--- config.mk ---
export PLATFORM = sky130hd
export DESIGN_NAME = ps2_host_tx
export DESIGN_NICKNAME = d
export VERILOG_FILES = /design/src/rtl/ps2_host_tx_pkg.sv /design/src/rtl/ps2_host_tx_line_sync.sv /design/src/rtl/ps2_host_tx.sv
export SDC_FILE = /design/constraint.sdc
export NUM_CORES = 1
export LEC_CHECK = 0
export BUFFER_PORTS_ARGS = -buffer_cell sky130_fd_sc_hd__buf_2
export CORE_ASPECT_RATIO = 0.9
export CORE_MARGIN = 1.5
export CORE_UTILIZATION = 30
export CTS_CLUSTER_SIZE = 10
export DETAILED_ROUTE_END_ITERATION = 10
export SETUP_SLACK_MARGIN = 0.3
export SLEW_MARGIN = 25
export SYNTH_ARGS = -nofsm -noshare
export SYNTH_HDL_FRONTEND = slang
export SYNTH_SLANG_ARGS = --single-unit
--- constraint.sdc ---
create_clock -name clk -period 5.4 [get_ports clk]
set_input_delay 0.27 -clock clk [delete_from_list [all_inputs] [get_ports clk]]
set_output_delay 0.27 -clock clk [all_outputs]
set_load 0.005 [all_outputs]
--- src/rtl/ps2_host_tx_pkg.sv ---
// Shared definitions for the PS/2 host transmitter: FSM state encoding, common
// keyboard command bytes and small helper functions.
package ps2_host_tx_pkg;

  typedef enum logic [2:0] {
    StIdle,
    StInhibit,
    StReq,
    StShift,
    StStop,
    StAck,
    StWaitRel
  } tx_state_e;

  localparam logic [7:0] Ps2CmdSetLeds = 8'hED;
  localparam logic [7:0] Ps2CmdReset   = 8'hFF;
  localparam logic [7:0] Ps2AckByte    = 8'hFA;

  function automatic int unsigned max_u(input int unsigned a, input int unsigned b);
    return (a > b) ? a : b;
  endfunction

  // Odd parity: the parity bit makes the total count of ones in data+parity odd.
  function automatic logic odd_parity(input logic [7:0] d);
    return ~^d;
  endfunction

endpackage

--- src/rtl/ps2_host_tx_line_sync.sv ---
// Two-flop synchronizer for the raw PS/2 clock and data lines plus a falling-edge
// detector on the synchronized clock. Lines reset to their idle (released) level so
// leaving reset never produces a spurious fall.
// Ports:
//   clk, rst_n     system clock, synchronous active-low reset
//   ps2_clk_i      raw PS/2 clock line (asynchronous)
//   ps2_dat_i      raw PS/2 data line (asynchronous)
//   clk_sync_o     synchronized clock line
//   dat_sync_o     synchronized data line
//   clk_fall_o     one-cycle pulse on a synchronized clock falling edge
module ps2_host_tx_line_sync (
  input  logic clk,
  input  logic rst_n,
  input  logic ps2_clk_i,
  input  logic ps2_dat_i,
  output logic clk_sync_o,
  output logic dat_sync_o,
  output logic clk_fall_o
);

  logic [1:0] clk_ff_q;
  logic [1:0] dat_ff_q;
  logic       clk_prev_q;

  always_ff @(posedge clk) begin
    if (!rst_n) begin
      clk_ff_q   <= 2'b11;
      dat_ff_q   <= 2'b11;
      clk_prev_q <= 1'b1;
    end else begin
      clk_ff_q   <= {clk_ff_q[0], ps2_clk_i};
      dat_ff_q   <= {dat_ff_q[0], ps2_dat_i};
      clk_prev_q <= clk_ff_q[1];
    end
  end

  assign clk_sync_o = clk_ff_q[1];
  assign dat_sync_o = dat_ff_q[1];
  assign clk_fall_o = clk_prev_q & ~clk_ff_q[1];

endmodule

--- src/rtl/ps2_host_tx.sv ---
// PS/2 host-to-device transmitter. Sends one byte to the device: inhibits the bus,
// issues request-to-send, shifts data/parity/stop on device-generated clock falls and
// checks the device ACK. busy is meant to gate the keyboard receiver.
// The open-drain pad tie-off (line = oe ? 1'b0 : 1'bz) lives at chip top; this block
// only observes the lines and drives the output enables.
// Ports:
//   clk, rst_n     system clock, synchronous active-low reset
//   tx_data        byte to send, captured on accept
//   tx_valid       request, accepted when tx_valid & tx_ready
//   tx_ready       high only when idle
//   busy           high whenever not idle
//   done           one-cycle pulse: byte sent and ACK seen
//   error          one-cycle pulse: timeout or missing ACK
//   ps2_clk        raw PS/2 clock line
//   ps2_dat        raw PS/2 data line
//   ps2_clk_oe     1 = pull clock line low
//   ps2_dat_oe     1 = pull data line low
module ps2_host_tx
  import ps2_host_tx_pkg::*;
#(
  parameter int unsigned INHIBIT_CYCLES = 5000,
  parameter int unsigned TIMEOUT_CYCLES = 100000
) (
  input  logic       clk,
  input  logic       rst_n,
  input  logic [7:0] tx_data,
  input  logic       tx_valid,
  output logic       tx_ready,
  output logic       busy,
  output logic       done,
  output logic       error,
  input  logic       ps2_clk,
  input  logic       ps2_dat,
  output logic       ps2_clk_oe,
  output logic       ps2_dat_oe
);

  localparam int unsigned CntW = $clog2(max_u(INHIBIT_CYCLES, TIMEOUT_CYCLES) + 1);

  tx_state_e       state_q, state_d;
  logic [8:0]      shift_q, shift_d;
  logic [3:0]      bit_cnt_q, bit_cnt_d;
  logic [CntW-1:0] cnt_q, cnt_d;
  logic            dat_oe_q, dat_oe_d;

  logic clk_s, dat_s, fall;
  logic accept, inhibit_done, in_frame, timeout_hit, ack_bad, rel_ok;

  ps2_host_tx_line_sync u_line_sync (
    .clk        (clk),
    .rst_n      (rst_n),
    .ps2_clk_i  (ps2_clk),
    .ps2_dat_i  (ps2_dat),
    .clk_sync_o (clk_s),
    .dat_sync_o (dat_s),
    .clk_fall_o (fall)
  );

  assign accept       = tx_valid && (state_q == StIdle);
  assign inhibit_done = (state_q == StInhibit) && (cnt_q == CntW'(INHIBIT_CYCLES - 1));
  assign in_frame     = state_q inside {StShift, StStop, StAck, StWaitRel};
  assign rel_ok       = (state_q == StWaitRel) && clk_s && dat_s;
  assign ack_bad      = (state_q == StAck) && fall && dat_s;
  // A fall restarts the watchdog, and a clean release wins over a coincident timeout.
  assign timeout_hit  = in_frame && !fall && !rel_ok &&
                        (cnt_q == CntW'(TIMEOUT_CYCLES - 1));

  // State register
  always_ff @(posedge clk) begin
    if (!rst_n) begin
      state_q <= StIdle;
    end else begin
      state_q <= state_d;
    end
  end

  // Next-state logic
  always_comb begin
    state_d = state_q;
    case (state_q)
      StIdle:    if (accept) state_d = StInhibit;
      StInhibit: if (inhibit_done) state_d = StReq;
      StReq:     state_d = StShift;
      StShift: begin
        if (timeout_hit)                   state_d = StIdle;
        else if (fall && bit_cnt_q == 4'd8) state_d = StStop;
      end
      StStop: begin
        if (timeout_hit) state_d = StIdle;
        else if (fall)   state_d = StAck;
      end
      StAck: begin
        if (timeout_hit) state_d = StIdle;
        else if (fall)   state_d = dat_s ? StIdle : StWaitRel;
      end
      StWaitRel: if (rel_ok || timeout_hit) state_d = StIdle;
      default:   state_d = StIdle;
    endcase
  end

  // Datapath next-state: shift register, bit counter, shared cycle counter, data drive
  always_comb begin
    shift_d   = shift_q;
    bit_cnt_d = bit_cnt_q;
    cnt_d     = cnt_q;
    dat_oe_d  = dat_oe_q;

    if (accept) begin
      shift_d   = {odd_parity(tx_data), tx_data};
      bit_cnt_d = 4'd0;
    end

    if (state_d != state_q || (in_frame && fall)) begin
      cnt_d = '0;
    end else if (state_q == StInhibit || in_frame) begin
      cnt_d = cnt_q + CntW'(1);
    end

    // Start bit goes on the line together with request-to-send.
    if (inhibit_done) dat_oe_d = 1'b1;
    if (state_q == StShift && fall) begin
      dat_oe_d  = ~shift_q[bit_cnt_q];
      bit_cnt_d = bit_cnt_q + 4'd1;
    end
    if (state_q == StStop && fall) dat_oe_d = 1'b0;
    if (state_d == StIdle) dat_oe_d = 1'b0;
  end

  always_ff @(posedge clk) begin
    if (!rst_n) begin
      shift_q   <= '0;
      bit_cnt_q <= '0;
      cnt_q     <= '0;
      dat_oe_q  <= 1'b0;
    end else begin
      shift_q   <= shift_d;
      bit_cnt_q <= bit_cnt_d;
      cnt_q     <= cnt_d;
      dat_oe_q  <= dat_oe_d;
    end
  end

  // Outputs; completion pulses are suppressed while reset is asserted.
  always_comb begin
    tx_ready   = (state_q == StIdle);
    busy       = (state_q != StIdle);
    ps2_clk_oe = (state_q == StInhibit) || (state_q == StReq);
    ps2_dat_oe = dat_oe_q;
    done       = rst_n && rel_ok;
    error      = rst_n && (timeout_hit || ack_bad);
  end

endmodule
==> summary.md <==
| Metric | Value |
|---|---|
| Adder-cell share of the synthesized area | 0.0159 |
| Worst vdd ir | 0.108 mV |
| Yosys warnings | 0 |
| First-pass GRT wire length | 8.44 mm |
| Starting Density | 0.310 |
| Post-synthesis mux area share | 0.0319 |
| Final hold slack | 0.153 ns |
| Die H | 87.0 um |
| Ys flop type | dfxtp_1 |
| Compound-gate portion of the synthesized area | 0.169 |
| Post_cts resized | 0 |
| Synth async-reset ratio | 0 |
| Routability cong. | 0.777 |
| Synthesized area | 2350 um2 |
| Met3 wirelength from detailed routing | 132 um |
| Setup TNS | 0 ns |
| Power Density | 249 nW/um2 |
| Detailed-route wire length | 4.91 mm |
| Net Count, Synth | 269 |
| Hold crit path type | in2reg |
| Crit. End Element | flop |
| Relative max-transition margin | 0.333 |
| Register bit total from synthesis | 39 |
| Via density | 5.11 |
| Met2 WL | 2.17 mm |
| Final worst path period share | 0.443 |
| DR WL/cell | 13.5 um |
| Crit path kind | reg2reg |
| Critical path launch point type | flop |
| Clock Skew | 0.0149 ns |
| Slew of the pin with the lowest slew margin | 1.00 ns |
| Area Overhead vs Synth | 12.0% |
| Final nets | 283 |
| CTS tree | done |
| Post-synthesis sequential area ratio | 0.332 |
| Synth Instances | 253 |
| DR vias | 1861 |
| Vias in the first global route | 1716 |
| Crit Path Max Fanout | 17 |
| Post-Synth XOR/XNOR Area | 0.0930 |
| Clock buffers created by TritonCTS | 5 |
| Static leakage | 0.847 nW |
| IO buf count | 18 |
| Share of cells above drive strength 1 | 0.205 |
| Post-synth cell types | 59 |
| ANT nets after route | 0 |
| Clock tree buffer depth | 2 |
| Diodes inserted | 0 |
| Largest net degree at the start of global routing | 26 |
| Post-CTS setup buffers | 0 |
| DR pass1 iterations | 4 |
| Grt total ovfl | 0 |
| Clock Sinks | 39 |
| Post-synth EDFFs | 0 |
| Status | finished clean |
| Wl on met1 | 2.54 mm |
| Clock Latency Late Sink | 0.30 ns |
| Yosys top cell area share | 0.332 |
| Final setup violation count | 0 |
| Max Used Layer | met4 |
| Die area | 8390 um2 |
| Post-route DRC | 0 |
| Core area | 7580 um2 |
| Hold buffers post-CTS | 0 |
| Cell taking the most area after synthesis | dfxtp_1 |
| Final Hold Vio Count | 0 |
| Post-synthesis simple-gate area fraction | 0.312 |
| Htree depth | 2 |
| Pins Over Slew Limit | 0 |
| Number of cell rows | 30 |
| I/O pins | 19 |
| Total Routing Usage GR | 0.129 |
| Max-cap violations | 0 |
| Starting DRT DRC Count | 136 |
| Root Driver | clkbuf_8 |
| RSZ-0062 raised after global routing | no |
| Crit path DAT | 2.53 ns |
| Top cells by area, synth | dfxtp_1 33%, xnor2_1 7.4%, nor4_2 5.8%, nand2_1 4.9%, nor3_1 2.6% |
| Syn_area_per_cell | 9.30 um2 |
| Largest family of logic cells by synthesized area | simple AND/OR/NAND/NOR gates |
| Antenna violations before repair | 0 |
| HPWL Detailed | 3.50 mm |
| Max frequency | 418 MHz |
| Clock transition at the registers of the reported paths | 0.07 ns |
| Crit path time final | 2.39 ns |
| Die X-Extent | 96.4 um |
| CP required | 5.54 ns |
through the flow:
stage	worst slack, ns	utilization	power, mW	instances	area, um2
floorplan	3.58	-	0.355	253	2350
global placement	3.05	0.329	0.368	355	2500
detailed placement	3.00	0.330	0.369	356	2500
CTS	2.98	0.348	0.661	364	2640
global route	2.72	0.348	0.679	364	2640
finish	3.01	0.348	0.657	364	2640
cells in the mapped netlist, drive strengths merged, types with 6 or more instances:
cell	instances
a21oi	6
inv	9
buf	9
dfxtp	39
nand2b	8
a21boi	11
nand2	31
xnor2	20
nor3	13
and2	7
nor2	11
nor4	19
nand3	8
report_power, final:
| part | internal, mW | total [mW] | switching (mW) |
|---|---|---|---|
| registers | 0.295 | 0.303 | 0.00798 |
| logic | 0.0248 | 0.0584 | 0.0336 |
| clock network | 0.185 | 0.296 | 0.111 |
| total | 0.505 | 0.657 | 0.153 |
layout by cell type (no fill, tap or decap), types with 2 or more instances in the layout:
cell | Yosys | routed
nor4_2 | 11 | 11
nand2b_1 | 8 | 8
xor2_1 | 5 | 5
nor4bb_1 | 2 | 2
nand3_1 | 8 | 8
clkbuf_8 | 0 | 5
nor4_1 | 7 | 7
nor4b_1 | 2 | 2
and3_1 | 2 | 2
o21ai_0 | 4 | 4
o2111ai_2 | 2 | 2
nor2_1 | 11 | 11
inv_1 | 9 | 9
bufinv_16 | 0 | 2
nor2b_1 | 2 | 2
mux2i_1 | 3 | 3
and2_1 | 7 | 7
a21oi_1 | 5 | 5
o22ai_1 | 2 | 2
nor3_1 | 12 | 12
nand2_1 | 31 | 31
a21boi_0 | 8 | 8
ha_1 | 3 | 3
nand4_1 | 2 | 2
xnor2_1 | 20 | 20
a31oi_2 | 2 | 2
dfxtp_1 | 39 | 39
and4_1 | 3 | 3
buf_2 | 4 | 18
o32ai_1 | 2 | 2
mux4_2 | 2 | 2
per-layer routing:
layer | vias up | GRT usage
met4 | 0 | 0.0395
li1 | 945 | -
met1 | 885 | 0.185
met5 | - | 0
met2 | 25 | 0.192
met3 | 6 | 0.0305
cell type report:
| class | count | area [um2] |
|---|---|---|
| clock inverter | 2 | 60.1 |
| fill | 792 | 4950 |
| sequential | 39 | 781 |
| multi-input combinational | 193 | 1470 |
| inverter | 9 | 33.8 |
| tap | 96 | 120 |
| timing repair buffer | 19 | 97.6 |
| clock buffer | 6 | 72.6 |
state kept, by name, indices dropped and copies added, names as in the netlist:
register / cells
bit_cnt_q: 4
cnt_q: 17
u_line_sync.clk_ff_q: 2
shift_q: 9
state_q: 3
u_line_sync.dat_ff_q: 2
u_line_sync.clk_prev_q: 1
ps2_dat_oe: 1
path summary, 6_finish.rpt:
check / endpoint / startpoint / depth (start not counted) / slack [ns]
setup reg to reg: cnt_q[2]$_SDFFE_PP0P_ / cnt_q[0]$_SDFFE_PP0P_ / 6 / 3.01
setup / recovery: cnt_q[2]$_SDFFE_PP0P_ / cnt_q[0]$_SDFFE_PP0P_ / 6 / 3.01
hold / removal: u_line_sync.clk_ff_q[0]$_SDFF_PN1_ / ps2_clk / 2 / 0.15
hold reg to reg: u_line_sync.dat_ff_q[1]$_SDFF_PN1_ / u_line_sync.dat_ff_q[0]$_SDFF_PN1_ / 1 / 0.41
cells by family after synthesis:
logic type               after synthesis
AND/OR/NAND/NOR                      117
adder cells (fa/ha/maj)                3
multiplexers                           5
flip-flops                            39
XOR/XNOR                              25
buffers and inverters                 21
AO/OA/AOI/OAI                         43
critical path: stages, from the launching register on:
cell and delay [ns]:
dfxtp_1 0.40, ha_1 0.28, nor4b_1 0.31, and2_1 0.26
a21boi_2 0.08, o21ai_2 0.79, nor4_1 0.12
Note: power is estimated with default switching activity, not from simulation.
